===== src/rtl/periodic_event_scheduler_pkg.sv =====
// Shared definitions for the periodic event scheduler: default sizing and
// the encoding of the event-offer state machine.
package periodic_event_scheduler_pkg;

   localparam int NCH_DEF = 4;
   localparam int PW_DEF  = 16;

   typedef enum logic [0:0] {
      ST_IDLE  = 1'b0,
      ST_OFFER = 1'b1
   } sched_state_e;

endpackage


===== src/rtl/periodic_event_scheduler_if.sv =====
// Event handshake bundle: the scheduler offers (valid, ch) and the
// consumer answers with ready. The offer is held until it is accepted.
interface periodic_event_scheduler_if #(
   parameter int CW = 2
) ();

   logic          ev_valid;
   logic [CW-1:0] ev_ch;
   logic          ev_ready;

   modport master (output ev_valid, output ev_ch, input ev_ready);
   modport slave  (input ev_valid, input ev_ch, output ev_ready);

endinterface


===== src/rtl/periodic_event_scheduler_rr_arbiter.sv =====
// Round-robin picker: returns the first requesting index found by scanning
// upward from ptr and wrapping past NCH-1.
module rr_arbiter #(
   parameter int NCH = 4,
   parameter int CW  = 2
) (
   input  logic [NCH-1:0] req,
   input  logic [CW-1:0]  ptr,
   output logic [CW-1:0]  grant,
   output logic           any
);

   // Scan offsets from farthest to nearest so the nearest requester wins last.
   always_comb begin
      grant = '0;
      any   = 1'b0;
      for (int k = NCH - 1; k >= 0; k--) begin
         if (req[(int'(ptr) + k) % NCH]) begin
            grant = CW'((int'(ptr) + k) % NCH);
            any   = 1'b1;
         end
      end
   end

endmodule


===== src/rtl/periodic_event_scheduler.sv =====
// Periodic event scheduler: NCH channels, each firing every period[i] ticks.
// Expiries are registered once before they reach the pending flags, so an
// offer appears on the second edge after the tick that expired the channel.
//
//   state    | meaning
//   ST_IDLE  | no offer on the bus; pick the next pending channel if any
//   ST_OFFER | ev_valid high, ev_ch frozen until ev_ready is seen
module periodic_event_scheduler
   import periodic_event_scheduler_pkg::*;
#(
   parameter int NCH = NCH_DEF,
   parameter int PW  = PW_DEF,
   parameter int CW  = $clog2(NCH)
) (
   input  logic                clk_in,
   input  logic                rst_n,
   input  logic                tick,
   input  logic [NCH-1:0]      ch_en,
   input  logic                cfg_we,
   input  logic [CW-1:0]       cfg_ch,
   input  logic [PW-1:0]       cfg_period,
   output logic [NCH-1:0]      overrun,
   input  logic [NCH-1:0]      overrun_clr,
   periodic_event_scheduler_if.master ev_if
);

   logic [NCH-1:0][PW-1:0] period_q, period_d;
   logic [NCH-1:0][PW-1:0] cnt_q, cnt_d;
   logic [NCH-1:0]         exp_q, exp_d;
   logic [NCH-1:0]         pending_q, pending_d;
   logic [NCH-1:0]         overrun_q, overrun_d;
   logic [NCH-1:0]         ack;

   sched_state_e           state_q;
   logic                   ev_valid_q;
   logic [CW-1:0]          ev_ch_q;
   logic [CW-1:0]          rr_q;

   logic [CW-1:0]          arb_grant;
   logic                   arb_any;

   function automatic logic [CW-1:0] next_ptr(input logic [CW-1:0] ch);
      return (ch == CW'(NCH - 1)) ? '0 : ch + CW'(1);
   endfunction

   // Per-channel timers; a config write wins over the tick update and
   // suppresses any expiry of the written channel on that edge.
   always_comb begin
      for (int i = 0; i < NCH; i++) begin
         period_d[i] = period_q[i];
         cnt_d[i]    = cnt_q[i];
         exp_d[i]    = 1'b0;
         if (!ch_en[i] || (period_q[i] == '0)) begin
            cnt_d[i] = '0;
         end else if (tick) begin
            if (cnt_q[i] == period_q[i] - PW'(1)) begin
               cnt_d[i] = '0;
               exp_d[i] = 1'b1;
            end else begin
               cnt_d[i] = cnt_q[i] + PW'(1);
            end
         end
         if (cfg_we && (cfg_ch == CW'(i))) begin
            period_d[i] = cfg_period;
            cnt_d[i]    = '0;
            exp_d[i]    = 1'b0;
         end
      end
   end

   // Pending/overrun bookkeeping; a fresh expiry beats both the handshake
   // clear of pending and the software clear of overrun.
   always_comb begin
      ack = '0;
      if (ev_valid_q && ev_if.ev_ready) ack[ev_ch_q] = 1'b1;
      pending_d = pending_q;
      overrun_d = overrun_q;
      for (int i = 0; i < NCH; i++) begin
         if (ack[i]) pending_d[i] = 1'b0;
         if (overrun_clr[i]) overrun_d[i] = 1'b0;
         if (exp_q[i]) begin
            if (pending_q[i] && !ack[i]) overrun_d[i] = 1'b1;
            pending_d[i] = 1'b1;
         end
      end
   end

   // Channel state registers.
   always_ff @(posedge clk_in or negedge rst_n) begin
      if (!rst_n) begin
         period_q  <= '0;
         cnt_q     <= '0;
         exp_q     <= '0;
         pending_q <= '0;
         overrun_q <= '0;
      end else begin
         period_q  <= period_d;
         cnt_q     <= cnt_d;
         exp_q     <= exp_d;
         pending_q <= pending_d;
         overrun_q <= overrun_d;
      end
   end

   rr_arbiter #(
      .NCH (NCH),
      .CW  (CW)
   ) u_rr_arbiter (
      .req   (pending_q),
      .ptr   (rr_q),
      .grant (arb_grant),
      .any   (arb_any)
   );

   // Offer FSM with registered valid/channel outputs.
   always_ff @(posedge clk_in or negedge rst_n) begin
      if (!rst_n) begin
         state_q    <= ST_IDLE;
         ev_valid_q <= 1'b0;
         ev_ch_q    <= '0;
         rr_q       <= '0;
      end else begin
         case (state_q)
            ST_IDLE: begin
               if (arb_any) begin
                  ev_ch_q    <= arb_grant;
                  ev_valid_q <= 1'b1;
                  state_q    <= ST_OFFER;
               end
            end
            ST_OFFER: begin
               if (ev_if.ev_ready) begin
                  ev_valid_q <= 1'b0;
                  rr_q       <= next_ptr(ev_ch_q);
                  state_q    <= ST_IDLE;
               end
            end
            default: begin
               ev_valid_q <= 1'b0;
               state_q    <= ST_IDLE;
            end
         endcase
      end
   end

   assign ev_if.ev_valid = ev_valid_q;
   assign ev_if.ev_ch    = ev_ch_q;
   assign overrun        = overrun_q;

endmodule


===== src/flat_wrapper.sv =====
// flat-port wrapper written by rule: the top's interface ports become plain ports
module periodic_event_scheduler_flat import periodic_event_scheduler_pkg::*;
#(
   parameter int NCH = NCH_DEF,
   parameter int PW  = PW_DEF,
   parameter int CW  = $clog2(NCH)
)
  (clk_in, rst_n, tick, ch_en, cfg_we, cfg_ch, cfg_period, overrun, overrun_clr, ev_if_ev_valid, ev_if_ev_ch, ev_if_ev_ready);
  periodic_event_scheduler_if #(.CW(CW)) ev_if_i ();
  input  logic clk_in;
  input  logic rst_n;
  input  logic tick;
  input  logic [NCH-1:0] ch_en;
  input  logic cfg_we;
  input  logic [CW-1:0] cfg_ch;
  input  logic [PW-1:0] cfg_period;
  output logic [NCH-1:0] overrun;
  input  logic [NCH-1:0] overrun_clr;
  output wire logic [$bits(ev_if_i.ev_valid)-1:0] ev_if_ev_valid;
  output wire logic [$bits(ev_if_i.ev_ch)-1:0] ev_if_ev_ch;
  input wire logic [$bits(ev_if_i.ev_ready)-1:0] ev_if_ev_ready;
  assign ev_if_ev_valid = ev_if_i.ev_valid;
  assign ev_if_ev_ch = ev_if_i.ev_ch;
  assign ev_if_i.ev_ready = ev_if_ev_ready;
  periodic_event_scheduler #(.NCH(NCH), .PW(PW), .CW(CW)) u_core (.clk_in(clk_in), .rst_n(rst_n), .tick(tick), .ch_en(ch_en), .cfg_we(cfg_we), .cfg_ch(cfg_ch), .cfg_period(cfg_period), .overrun(overrun), .overrun_clr(overrun_clr), .ev_if(ev_if_i));
endmodule

===== config.mk =====
export PLATFORM = sky130hd
export DESIGN_NAME = periodic_event_scheduler_flat
export DESIGN_NICKNAME = d
export VERILOG_FILES = /design/src/rtl/periodic_event_scheduler_pkg.sv /design/src/rtl/periodic_event_scheduler_if.sv /design/src/rtl/periodic_event_scheduler_rr_arbiter.sv /design/src/rtl/periodic_event_scheduler.sv /design/src/flat_wrapper.sv
export SDC_FILE = /design/constraint.sdc
export NUM_CORES = 1
export LEC_CHECK = 0
export CORE_MARGIN = 2
export CORE_UTILIZATION = 35
export DETAILED_ROUTE_END_ITERATION = 16
export GPL_TIMING_DRIVEN = 0
export PLACE_DENSITY = 0.58
export SYNTH_ARGS = -nofsm -noshare
export SYNTH_HDL_FRONTEND = slang
export SYNTH_SLANG_ARGS = --single-unit

===== constraint.sdc =====
create_clock -name clk_in -period 3.7 [get_ports clk_in]
set_input_delay 0.37 -clock clk_in [delete_from_list [all_inputs] [get_ports clk_in]]
set_output_delay 0.37 -clock clk_in [all_outputs]
set_load 0.01 [all_outputs]

==> key figures <==
Run status
  • Outcome: finished clean

Worst setup path
  • Crit. End Element: register
  • Startpoint of the worst-slack reg-to-reg timing path: u_core.period_q[18]
  • Required time at the endpoint of the critical path: roughly 4000 ps
  • Worst endpoint data arrival time: 3660 ps
  • Highest fanout seen on the critical path: 10
  • Critical path startpoint: u_core.period_q[18]
  • Reg-to-reg slack, setup: ~360 ps
  • Classification of the worst setup path: reg2reg
  • Worst setup SP type: register

Clocking
  • CTS Buffer Depth: 2
  • Total setup buffers inserted after CTS: 0
  • Clock tree from TritonCTS: yes
  • Number of buffers created by CTS: 17
  • Clk pin slew, worst setup/hold paths: approximately 60 ps
  • TritonCTS sink count: 146
  • Maximum level of the CTS H-tree: 4
  • Cell at the root of the clock tree: clkbuf_16
  • Clock latency on the worst-skew pair: approximately 440 ps

Routing
  • Starting DRC count in detailed routing: 564
  • Vias after detailed routing: around 7500
  • Wire per inst: approximately 17 um
  • Vias per std cell: between 5 and 6
  • Aggregate routed wire length: between 20000 and 25000 um
  • Count of nets left with antenna violations after detail routing: 0
  • Post-detailed-route DRC marker count: 0
  • DR pass1 iterations: 5

Power and ir drop
  • Power density cells: 458 mW/mm2
  • Net switching share of the total power: a little under a third
  • Peak supply drop: approximately 260 uV
  • Sequential power share: about 42%
  • Fraction of power consumed by the clock network: a little under two fifths
  • P_sw: approximately 1500 uW
  • Cell-internal power: around 3300 uW
  • Proportion of power drawn by combinational gates: a little over a fifth
  • Static power due to leakage: 0.00419 uW

Die
  • Initial standard-cell utilization of the core: a little over a third
  • DIE WIDTH: 166 um
  • # IOs: 38
  • Full die area: approximately 0.027 mm2
  • Vertical die dimension: ~170 um
  • Placeable core area: approximately 0.026 mm2
  • Total number of placement rows: 59

Timing
  • Number of slew-limit violations in the final report: 0
  • Worst relative slew slack: 52.8%
  • Maximum clock rate: ~300 MHz
  • Unrepaired setup endpoints after global routing: false
  • Fin crit share: approximately 90%
  • Min Tclk post-route: about 3300 ps
  • Final count of negative-setup-slack endpoints: 0
  • Fin Clk Skew: between 20 and 30 ps
  • Final number of hold-violating endpoints: 0
  • Slew at the pin with the worst max-slew slack: 705 ps
  • Summed negative setup slack over all endpoints: 0 ps

Synthesis
  • Unique cell type count in the Yosys netlist: between 60 and 70
  • Number of flops mapped to enable cells by yosys: 0
  • Largest family of logic cells by synthesized area: simple AND/OR/NAND/NOR gates
  • Post-synthesis net count: 1022
  • Mean Syn Cell Area: slightly above 9 um2
  • Synth Flop Type: dfrtp_1
  • Syn Inst Count: around 980
  • Leading cell type by number of instances after synthesis: dfrtp_1
  • Post-synthesis adder-cell area fraction: around 1.6%
  • Top cell type's share of synthesized area: 40.0%
  • Most frequent cells after synthesis: 146 x dfrtp_1, 96 x nand2_1, 65 x mux2_2
  • Fraction of the yosys area taken by sequential cells: between 40% and 50%
  • Simple-gate share of the synthesized area: between 20% and 30%
  • Post-synthesis xor/xnor area fraction: roughly 6.8%
  • Library cell with the largest summed area after synthesis: dfrtp_1
  • Multiplexer share of the synthesized area: under 10%
  • Fraction of registers with async set/reset: between 90% and 100%
  • Post-Syn Area: 0.00913 mm2
  • Total of flip-flops plus latches after synthesis: 146
  • Share of the synthesized area in compound gates (AO/OA/AOI/OAI): 14.8%
  • Number of warnings issued by yosys: 0
  • Main area contributors after synthesis: dfrtp_1 40%, mux2_2 8.0%, xnor2_1 4.3%

Final layout
  • Post-layout utilization of the core: between 40% and 50%
  • Number of antenna cells inserted: 0
  • Non-filler cells, final: between 1000 and 1500
  • Area added between synthesis and finish: 15.8%
  • Net count of the finished layout: ~1100
  • Design area: about 0.011 mm2
  • Share of layout cells above drive strength 1: roughly 12%

Place
  • Placed Instance Area: about 0.0099 mm2
  • DP Cell Count: between 1000 and 1500
  • Count of port buffers added during placement: 37
  • Global placement routability congestion: just over 0.8
  • HPWL after detailed placement: ~16000 um

Global routing
  • Global-route wire length before repair: 37700 um
  • Global route overflow: 0
  • Total routing resource utilization after global routing: between 10% and 20%
  • Vias in the first global route: slightly above 7000
  • Antenna violations before repair: 1
  • Largest net degree at the start of global routing: about 90

Run
  • Max-Cap Viols: 0

Hold path
  • Type of the most critical hold path: reg2reg
  • Beginning of the worst hold path: u_core.exp_q[3]
kinds of logic after synthesis:
family,after synthesis
simple gates,397
fa+ha+maj,12
compound gates,190
flops,146
mux,77
buf+inv,86
xor+xnor,71
registers in the layout, indices dropped and copies added, names as in the netlist:
signal,cells
u_core.period_q,64
u_core.overrun,4
u_core.state_q,1
u_core.ev_if.ev_ch,2
u_core.cnt_q,64
u_core.pending_q,4
u_core.exp_q,4
u_core.rr_q,2
u_core.ev_if.ev_valid,1
power by group through the flow:
stage	clock, uW	sequential [uW]	combinational (uW)
final	1770	2050	1020
after global routing	1890	2090	1140
after CTS	1820	2040	1020
after detailed placement	0	2070	1020
after global placement	0	2060	994
after floorplan	0	2000	743
per-layer routing:
layer  GRT usage, %  vias up  share of wire (%)
li1               -     3729                  -
met1           24.1     3675                 49
met5              0        -                  0
met3           3.15       17                3.0
met4           4.66        0                1.1
met2           28.9      126                 47
worst paths after layout:
kind,to,cells after the start
worst min-delay path,u_core.pending_q[3],2
worst max-delay path,u_core.cnt_q[28],8
worst max register to register,u_core.cnt_q[28],8
max in group asynchronous,u_core.period_q[25],3
min in group asynchronous,u_core.cnt_q[50],2
worst min register to register,u_core.pending_q[3],2
cell usage in the layout (no fill, tap or decap), types with 9 or more instances in the layout:
master / synthesis / routed
dfrtp_1: 146 / 146
nand2_1: 96 / 96
mux2_2: 65 / 65
nand3_1: 56 / 56
xnor2_1: 45 / 45
nor2_1: 41 / 41
clkbuf_1: 37 / 38
inv_1: 37 / 37
o21ai_0: 37 / 37
clkdlybuf4s50_1: 0 / 36
nor3_1: 32 / 32
and3_1: 31 / 31
xor2_1: 26 / 26
a31oi_1: 19 / 19
o211ai_1: 19 / 19
clkbuf_16: 0 / 17
a21oi_1: 16 / 16
or3_1: 16 / 16
nand3b_1: 14 / 14
o31ai_1: 13 / 13
nor2b_1: 12 / 12
nand2b_1: 12 / 12
nand4_1: 12 / 12
mux2i_1: 12 / 12
ha_1: 12 / 12
o21a_1: 11 / 11
nor4_1: 13 / 11
nor3b_1: 11 / 10
nand4b_1: 9 / 9
nor4b_1: 9 / 9
critical path, stage by stage, from the launching register on:
cell      delay [ps]
dfrtp_1          450
nor4_2           610
nand4_1          300
or4_1            570
o211ai_1         160
o2111a_1         330
a21oi_1          150
clkbuf_1         300
a221o_1          350
through the flow:
stage	power, uW	hold WS [ps]	worst slack, ps
6_report	4840	445	355
5_1_grt	5120	479	141
2_1_floorplan	2740	74.4	742
4_1_cts	4880	447	155
3_5_place_dp	3090	385	111
3_3_place_gp	3060	436	-3920
area by class of cell:
cell class / instances / area (um2)
Buffer: 49 / 200
Timing Repair Buffer: 39 / 409
Inverter: 37 / 139
Sequential cell: 146 / 3650
Tap cell: 335 / 419
Multi-Input combinational cell: 747 / 5160
Clock buffer: 21 / 470
Fill cell: 2538 / 15300
Clock inverter: 11 / 125
timing repair:
item	in CTS	in global routing
resized for setup	0	3
hold endpoints to repair	55	0
hold buffers	1	0
setup endpoints to repair	0	12
Note: power is estimated with default switching activity, not from simulation.
